**config.mk**
```make
export PLATFORM = sky130hd
export DESIGN_NAME = fetch_unit_flat
export DESIGN_NICKNAME = d
export VERILOG_FILES = /design/src/rtl/fetch_if.sv /design/src/rtl/fetch_unit.sv /design/src/flat_wrapper.sv
export SDC_FILE = /design/constraint.sdc
export NUM_CORES = 1
export LEC_CHECK = 0
export BUFFER_PORTS_ARGS = -buffer_cell sky130_fd_sc_hd__buf_4
export CAP_MARGIN = 0
export CORE_ASPECT_RATIO = 1.25
export CORE_MARGIN = 4
export CORE_UTILIZATION = 47
export CTS_CLUSTER_SIZE = 20
export DETAILED_ROUTE_END_ITERATION = 10
export GPL_TIMING_DRIVEN = 0
export PLACE_DENSITY = 0.79
export SKIP_CTS_REPAIR_TIMING = 1
export SLEW_MARGIN = 20
export SYNTH_ARGS = -nofsm -noshare
export SYNTH_HDL_FRONTEND = slang
export SYNTH_SLANG_ARGS = --single-unit
```
**constraint.sdc**
```tcl
create_clock -name CLK -period 4.2 [get_ports CLK]
set_clock_uncertainty 0.1 [all_clocks]
set_input_delay 0.63 -clock CLK [delete_from_list [all_inputs] [get_ports CLK]]
set_output_delay 0.63 -clock CLK [all_outputs]
set_load 0.01 [all_outputs]
```
**src/rtl/fetch_if.sv**
```systemverilog
// Fetch-unit bundle: instruction-memory request/response plus the fetch/decode register write port.
interface fetch_if;
    logic        stall;
    logic        redirect;
    logic [31:0] redirectPC;
    logic        imemReq;
    logic [31:0] imemAddr;
    logic        imemReady;
    logic        imemRvalid;
    logic [31:0] imemRdata;
    logic [31:0] PC;
    logic [31:0] inst;
    logic        instWrite;

    modport master (
        input  stall, redirect, redirectPC, imemReady, imemRvalid, imemRdata,
        output imemReq, imemAddr, PC, inst, instWrite
    );

    modport slave (
        output stall, redirect, redirectPC, imemReady, imemRvalid, imemRdata,
        input  imemReq, imemAddr, PC, inst, instWrite
    );
endinterface

```
**src/rtl/fetch_unit.sv**
```systemverilog
// Instruction fetch unit: one outstanding memory request, stall hold buffer,
// and redirect handling that drops in-flight responses.
module fetch_unit #(
    parameter logic [31:0] RESET_PC = 32'h0000_0000,
    parameter logic [31:0] NOP_INST = 32'h0000_0013
) (
    input  logic     CLK,
    input  logic     RST,
    fetch_if.master  bus
);
    typedef enum logic [1:0] {S_REQ, S_WAIT, S_HOLD, S_KILL} state_e;

    state_e      state_q;
    logic [31:0] pc_q;
    logic [31:0] pc_out_q;
    logic [31:0] inst_q;
    logic [31:0] hold_q;
    logic        inst_write_q;

    logic [31:0] redirect_tgt;
    logic [31:0] pc_next_seq;
    logic        handshake;

    assign redirect_tgt = bus.redirectPC & ~32'h0000_0003;
    assign pc_next_seq  = pc_q + 32'd4;
    // Request is gated by reset so the bus is quiet while RST is held.
    assign bus.imemReq  = !RST && (state_q == S_REQ) && !bus.stall;
    assign handshake    = bus.imemReq && bus.imemReady;

    assign bus.imemAddr  = pc_q;
    assign bus.PC        = pc_out_q;
    assign bus.inst      = inst_q;
    assign bus.instWrite = inst_write_q;

    always_ff @(posedge CLK or posedge RST) begin
        if (RST) begin
            state_q      <= S_REQ;
            pc_q         <= RESET_PC;
            pc_out_q     <= 32'h0;
            inst_q       <= NOP_INST;
            hold_q       <= 32'h0;
            inst_write_q <= 1'b0;
        end else begin
            inst_write_q <= 1'b0;
            case (state_q)
                S_REQ: begin
                    if (bus.redirect) begin
                        pc_q <= redirect_tgt;
                        if (handshake) begin
                            state_q <= S_KILL;
                        end
                    end else if (handshake) begin
                        state_q <= S_WAIT;
                    end
                end
                S_WAIT: begin
                    if (bus.redirect) begin
                        pc_q    <= redirect_tgt;
                        state_q <= bus.imemRvalid ? S_REQ : S_KILL;
                    end else if (bus.imemRvalid) begin
                        if (bus.stall) begin
                            hold_q  <= bus.imemRdata;
                            state_q <= S_HOLD;
                        end else begin
                            pc_out_q     <= pc_q;
                            inst_q       <= bus.imemRdata;
                            inst_write_q <= 1'b1;
                            pc_q         <= pc_next_seq;
                            state_q      <= S_REQ;
                        end
                    end
                end
                S_HOLD: begin
                    if (bus.redirect) begin
                        pc_q    <= redirect_tgt;
                        state_q <= S_REQ;
                    end else if (!bus.stall) begin
                        pc_out_q     <= pc_q;
                        inst_q       <= hold_q;
                        inst_write_q <= 1'b1;
                        pc_q         <= pc_next_seq;
                        state_q      <= S_REQ;
                    end
                end
                S_KILL: begin
                    // Stay until the orphaned response drains; a redirect only retargets.
                    if (bus.redirect) begin
                        pc_q <= redirect_tgt;
                    end
                    if (bus.imemRvalid) begin
                        state_q <= S_REQ;
                    end
                end
                default: state_q <= S_REQ;
            endcase
        end
    end
endmodule

```
**src/flat_wrapper.sv**
```systemverilog
// flat-port wrapper written by rule: the top's interface ports become plain ports
module fetch_unit_flat 
#(
    parameter logic [31:0] RESET_PC = 32'h0000_0000,
    parameter logic [31:0] NOP_INST = 32'h0000_0013
)
  (CLK, RST, bus_stall, bus_redirect, bus_redirectPC, bus_imemReady, bus_imemRvalid, bus_imemRdata, bus_imemReq, bus_imemAddr, bus_PC, bus_inst, bus_instWrite);
  fetch_if bus_i ();
  input  logic CLK;
  input  logic RST;
  input wire logic [$bits(bus_i.stall)-1:0] bus_stall;
  input wire logic [$bits(bus_i.redirect)-1:0] bus_redirect;
  input wire logic [$bits(bus_i.redirectPC)-1:0] bus_redirectPC;
  input wire logic [$bits(bus_i.imemReady)-1:0] bus_imemReady;
  input wire logic [$bits(bus_i.imemRvalid)-1:0] bus_imemRvalid;
  input wire logic [$bits(bus_i.imemRdata)-1:0] bus_imemRdata;
  output wire logic [$bits(bus_i.imemReq)-1:0] bus_imemReq;
  output wire logic [$bits(bus_i.imemAddr)-1:0] bus_imemAddr;
  output wire logic [$bits(bus_i.PC)-1:0] bus_PC;
  output wire logic [$bits(bus_i.inst)-1:0] bus_inst;
  output wire logic [$bits(bus_i.instWrite)-1:0] bus_instWrite;
  assign bus_i.stall = bus_stall;
  assign bus_i.redirect = bus_redirect;
  assign bus_i.redirectPC = bus_redirectPC;
  assign bus_i.imemReady = bus_imemReady;
  assign bus_i.imemRvalid = bus_imemRvalid;
  assign bus_i.imemRdata = bus_imemRdata;
  assign bus_imemReq = bus_i.imemReq;
  assign bus_imemAddr = bus_i.imemAddr;
  assign bus_PC = bus_i.PC;
  assign bus_inst = bus_i.inst;
  assign bus_instWrite = bus_i.instWrite;
  fetch_unit #(.RESET_PC(RESET_PC), .NOP_INST(NOP_INST)) u_core (.CLK(CLK), .RST(RST), .bus(bus_i));
endmodule
```
Yosys cells after proc, flatten, opt, wreduce, memory -nomap -nowiden
Cells that the tools add are included.
{"block": "totals", "register_bits": 131, "latch_bits": 0, "ram_bits": 0, "mem_bits_ro": 0, "inputBits": 70, "out_inout_bits": 98, "wordCells": 67, "memories": 0}
{"block": "op_classes", "add_sub_neg": 1, "multipliers": 0, "div_mod_pow": 0, "order_cmp": 0, "eq_ne": 13, "shift": 0, "mux": 33, "bitwise": 1, "reduce_logical": 13}
{"op": "32-bit 2-to-1 mux", "count": 14}
{"op": "32-bit one-hot mux with 2 select lines", "count": 2}
{"op": "32-bit one-hot mux with 3 select lines", "count": 1}
{"op": "32-bit by 3-bit adder with 32-bit output, second input constant", "count": 1}
{"op": "2-bit 2-to-1 mux", "count": 10}
{"op": "2-bit != test, second input constant", "count": 6}
{"op": "4-bit AND reduction", "count": 3}
{"op": "2-bit one-hot mux with 4 select lines", "count": 1}
{"op": "3-bit != test, second input constant", "count": 2}
{"op": "6-bit AND reduction", "count": 1}
{"op": "2-bit == test, second input constant", "count": 2}
{"op": "1-bit 2-to-1 mux", "count": 4}
{"op": "2-bit by 1-bit != test with 1-bit output, second input constant", "count": 2}
{"op": "1-bit logical AND", "count": 3}
{"op": "2-bit by 1-bit == test with 1-bit output, second input constant", "count": 1}
{"op": "1-bit zero test", "count": 2}
{"op": "2-bit zero test", "count": 1}
{"op": "1-bit one-hot mux with 2 select lines", "count": 1}
{"op": "2-bit AND reduction", "count": 1}
{"op": "2-bit nonzero test", "count": 1}
{"op": "2-bit OR reduction", "count": 1}
{"op": "1-bit inverter", "count": 1}

Depth between registers and ports, before layout
{"block": "logic_depth", "depth_word": 7, "ltp_mapped": 8, "ltp_nobuf": 7}

Least setup slack after synthesis
OpenSTA, ideal clock, no wires.
{"block": "synth_path", "path_kind": "register to register", "from": "register u_core.state_q[0]", "to": "register u_core.pc_q[31], in the netlist u_core.bus.imemAddr[31]", "setup_ns": 0.129, "arrival_ns": 1.941, "slack_ns": 2.029, "path_stages_with_launch": 8, "path_buffers": 0, "path_cell_list": "dfrtp_1 -> inv_1 -> ha_1 -> nor2b_1 -> a21oi_1 -> or3_1 -> o32ai_1 -> a21oi_1"}
{"block": "synth_between", "elab_chain_len": 4}
{"element": "start: declaration", "line_no": "fetch_unit.sv:13", "text": "state_e state_q;"}
{"element": "start signal: assignment", "line_no": "fetch_unit.sv:59", "text": "state_q <= bus.imemRvalid ? S_REQ : S_KILL;"}
{"element": "2-bit == test / 2-bit zero test (equally long branches)", "line_no": "fetch_unit.sv:45", "text": "case (state_q)"}
{"element": "2-bit OR reduction (no source line)"}
{"element": "2-bit by 1-bit != test with 1-bit output (no source line)"}
{"element": "2-bit AND reduction (no source line)"}
{"element": "end signal: assignment", "line_no": "fetch_unit.sv:48", "text": "pc_q <= redirect_tgt;"}
{"element": "end signal: assignment", "line_no": "fetch_unit.sv:58", "text": "pc_q <= redirect_tgt;"}
{"element": "end signal: assignment", "line_no": "fetch_unit.sv:68", "text": "pc_q <= pc_next_seq;"}
{"element": "end: declaration", "line_no": "fetch_unit.sv:14", "text": "logic [31:0] pc_q;"}
Several ways; a longest one is shown, not always the timed one.
A chain may end at the register's enable or synchronous reset.

Worst setup path in the final report
{"block": "layout_path", "from": "register u_core.state_q[1]", "to": "register u_core.pc_q[28], in the netlist u_core.bus.imemAddr[28]"}
Same word-level chain as after synthesis.

==> metrics.json <==
{
  "synthesis": {
    "yosys_warnings": 0,
    "synthCells": 531,
    "mappedNetlistArea_um2": 5990,
    "syn-mean-instance-area_um2": 11.3,
    "post_synth_main_area_contributors": "sky130_fd_sc_hd__dfrtp_1 52%, sky130_fd_sc_hd__mux2_2 11%, sky130_fd_sc_hd__mux2i_1 5.5%",
    "synth_async_sr_flop_share_pct": 100,
    "post_synth_xor_area_fraction_pct": 0,
    "synth-seq-cells": 127,
    "largest_area_contributor_in_the_netlist": "sky130_fd_sc_hd__dfrtp_1",
    "share_of_synthesized_area_occupied_by_flip_flops_and_latches_pct": 53.1,
    "netlist-cell-type-count": 58,
    "synthAdderAreaFrac_pct": 1.25,
    "synth_ff_type": "sky130_fd_sc_hd__dfrtp_1",
    "synth_top_family_by_area": "multiplexers",
    "synth_commonest_cells": "124 x sky130_fd_sc_hd__dfrtp_1, 61 x sky130_fd_sc_hd__mux2_2, 52 x sky130_fd_sc_hd__nand2_1, 51 x sky130_fd_sc_hd__o21ai_0, 33 x sky130_fd_sc_hd__mux2i_1",
    "muxShareOfSynthArea_pct": 17.0,
    "number_of_flops_mapped_to_enable_cells_by_yosys": 0,
    "synth_top_area_share_pct": 51.8,
    "synth_most_common_cell": "sky130_fd_sc_hd__dfrtp_1",
    "synth-simple-area-share_pct": 12.1,
    "synth_area_in_compound_gates_pct": 13.0
  },
  "drt": {
    "wl_mm": 16.6,
    "post_drt_wl_per_cell_um": 18.6,
    "drt_iter0_markers": 316,
    "drt-pass1-iter-count": 7,
    "via_count": 5070,
    "routed_via_density": 5.68,
    "detail-route-antenna-nets": 0,
    "remaining_drc_errors": 0
  },
  "grt": {
    "antenna_found_initial": 0,
    "grt_util_all_layers_pct": 22.8,
    "grt.overflow.total": 0,
    "grt_pass1_vias": 5270,
    "grt_first_pass_wirelength_mm": 26.2,
    "pin_count_of_the_biggest_net_entering_global_routing": 67
  },
  "setup_path": {
    "critical-path-max-stage-delay_ps": 780,
    "worst_path_cell_trace": "inv_1 > ha_1 > nor2b_1 > a21oi_1 > nor4_1 > a311oi_1",
    "worstSetupPathType": "reg2reg",
    "r2r.worst_path.cells": 6,
    "reg2reg_to": "u_core.bus.imemAddr[28]$_DFFE_PP0P_",
    "worst_ep_arrival_time_ps": 2900,
    "setup.reg_to_reg.worst_slack_ps": 1450,
    "crit_path_end_kind": "register",
    "cp.required_ps": 4350,
    "cp_max_fo": 10,
    "worst_r2r_startpoint": "u_core.state_q[1]$_DFFE_PP0P_",
    "slowest_stage": "sky130_fd_sc_hd__nor4_1",
    "timing.critical_path.from_type": "register"
  },
  "power": {
    "power.leakage_nw": 3.62,
    "total_power_draw_mw": 6.62,
    "vdd_ir_drop_max_mv": 0.445,
    "power.density_nw_per_um2": 819
  },
  "final_layout": {
    "final_net_count": 790,
    "area_delta_synth_final_pct": 34.9,
    "fin_area_um2": 8080,
    "number_of_cells_in_the_finished_layout_apart_from_fillers": 892,
    "fill_cells": 896,
    "post_route_cells_drive_above_1_share_pct": 39.8
  },
  "clocking": {
    "clk_root_buffer_cell": "sky130_fd_sc_hd__clkbuf_16",
    "clock_insertion_delay_at_the_later_pin_of_the_skew_report_ps": 420,
    "cts.sink_count": 127,
    "h-tree-depth": 4,
    "cts_tree": "yes",
    "cts.reportedPaths.clkPinSlew_ps": 60,
    "cts-root-to-sink-buffers": 2,
    "cts-buffers-inserted": 17
  },
  "floorplan": {
    "fp-row-count": 45,
    "chipWidth_um": 109,
    "placeableCoreArea_um2": 12300,
    "die_area_um2": 14600,
    "io_pins": 168,
    "floorplan.initialDensity_pct": 48.6,
    "floorplan_die_height_um": 134
  },
  "placement": {
    "hpwl_after_detailed_placement_mm": 12.0,
    "placed_cells": 859,
    "globalplace.congestion": 0.946,
    "place.port_buffers": 160,
    "post_placement_cell_area_um2": 7440,
    "post-place-ws_ps": 1530
  },
  "timing": {
    "hold_viol": 0,
    "max_slew.worst_pin.slew_ps": 976,
    "hold_ws_ps": 187,
    "setup_slack_ps": 1450,
    "drv_slew": 0,
    "finalSetupViolCount": 0,
    "peak_freq_ghz": 0.364,
    "min_period_over_period_pct": 65.5,
    "max_slew_margin_pct": 34.9,
    "rsz0062_at_grt": "no",
    "post-route-min-period_ps": 2750
  },
  "run_status": {
    "outcome": "finished clean"
  },
  "job": {
    "timing.max_cap.violations": 0
  },
  "min_path": {
    "hp-class": "in2async"
  }
}
where the power goes:
| group | switching, mW | total [mW] | internal, mW |
|---|---|---|---|
| Clock | 0.583 | 1.59 | 1.00 |
| Combinational | 1.43 | 2.75 | 1.31 |
| Sequential | 0.463 | 2.29 | 1.82 |
critical path: cells and delay by family (launching register included):
family	cells	cell delay, ps
adders and majority gates	1	400
and+or+nand+nor	2	1050
AOI/OAI and AO/OA	2	540
buffers and inverters	1	100
DFF	1	390
placed cells by master (no fill, tap or decap), types with 7 or more instances in the layout:
| cell type | n |
|---|---|
| sky130_fd_sc_hd__nand3_1 | 8 |
| sky130_fd_sc_hd__a311oi_1 | 11 |
| sky130_fd_sc_hd__mux2_2 | 61 |
| sky130_fd_sc_hd__o22ai_1 | 10 |
| sky130_fd_sc_hd__buf_4 | 165 |
| sky130_fd_sc_hd__inv_1 | 7 |
| sky130_fd_sc_hd__clkbuf_16 | 17 |
| sky130_fd_sc_hd__nor3_1 | 8 |
| sky130_fd_sc_hd__a21oi_1 | 28 |
| sky130_fd_sc_hd__clkbuf_1 | 16 |
| sky130_fd_sc_hd__buf_2 | 10 |
| sky130_fd_sc_hd__nor2_1 | 22 |
| sky130_fd_sc_hd__dfrtp_1 | 124 |
| sky130_fd_sc_hd__nand2_1 | 52 |
| sky130_fd_sc_hd__nand4_1 | 7 |
| sky130_fd_sc_hd__o21ai_0 | 51 |
| sky130_fd_sc_hd__mux2i_1 | 33 |
how the worst max path moves through the flow:
| stage | from | to | slack, ps | cells past startpoint |
|---|---|---|---|---|
| after floorplan | RST | u_core.bus.PC[10]$_DFFE_PP0P_ | 90 | 1 |
| after global placement | RST | u_core.bus.inst[22]$_DFFE_PP0P_ | -1240 | 2 |
| after detailed placement | u_core.state_q[1]$_DFFE_PP0P_ | u_core.bus.imemAddr[28]$_DFFE_PP0P_ | 1530 | 6 |
| after CTS | u_core.state_q[1]$_DFFE_PP0P_ | u_core.bus.imemAddr[28]$_DFFE_PP0P_ | 1520 | 6 |
| after global routing | u_core.state_q[1]$_DFFE_PP0P_ | u_core.bus.imemAddr[28]$_DFFE_PP0P_ | 1230 | 6 |
| final | u_core.state_q[1]$_DFFE_PP0P_ | u_core.bus.imemAddr[28]$_DFFE_PP0P_ | 1450 | 6 |
metal layers:
metal	vias up	track usage (%)	routed length, µm
met3	38	6.79	1530
met5	-	0	0
met2	268	38.5	8440
met1	2457	26.5	6150
met4	0	9.82	437
li1	2307	-	-
kinds of logic after synthesis:
group	after synthesis
other cells	1
compound gates	127
fa+ha+maj	6
simple gates	132
mux	94
flops	127
buf+inv	44
per-stage QoR:
step	setup TNS [ps]	util [%]
floorplan	0	-
global placement	-152950	60.1
detailed placement	0	60.4
CTS	0	65.5
global route	0	65.5
finish	0	65.6
layout make-up:
type | count | area, µm² | share of cell area, %
Clock buffer | 17 | 425 | 5.26
Sequential cell | 127 | 3180 | 39.4
Multi-Input combinational cell | 363 | 2610 | 32.3
Tap cell | 164 | 205 | 2.54
Timing Repair Buffer | 161 | 1230 | 15.2
Antenna cell | 1 | 2.50 | 0.0310
Inverter | 9 | 38.8 | 0.480
Buffer | 35 | 178 | 2.20
Clock inverter | 15 | 211 | 2.62
flip-flops by register name, summed over array words and instances, names as in the netlist:
signal and count:
u_core.state_q 2, u_core.bus.inst 32, u_core.bus.instWrite 1, u_core.bus.PC 30
u_core.bus.imemAddr 30, u_core.hold_q 32
(Power assumes the default switching activity.)
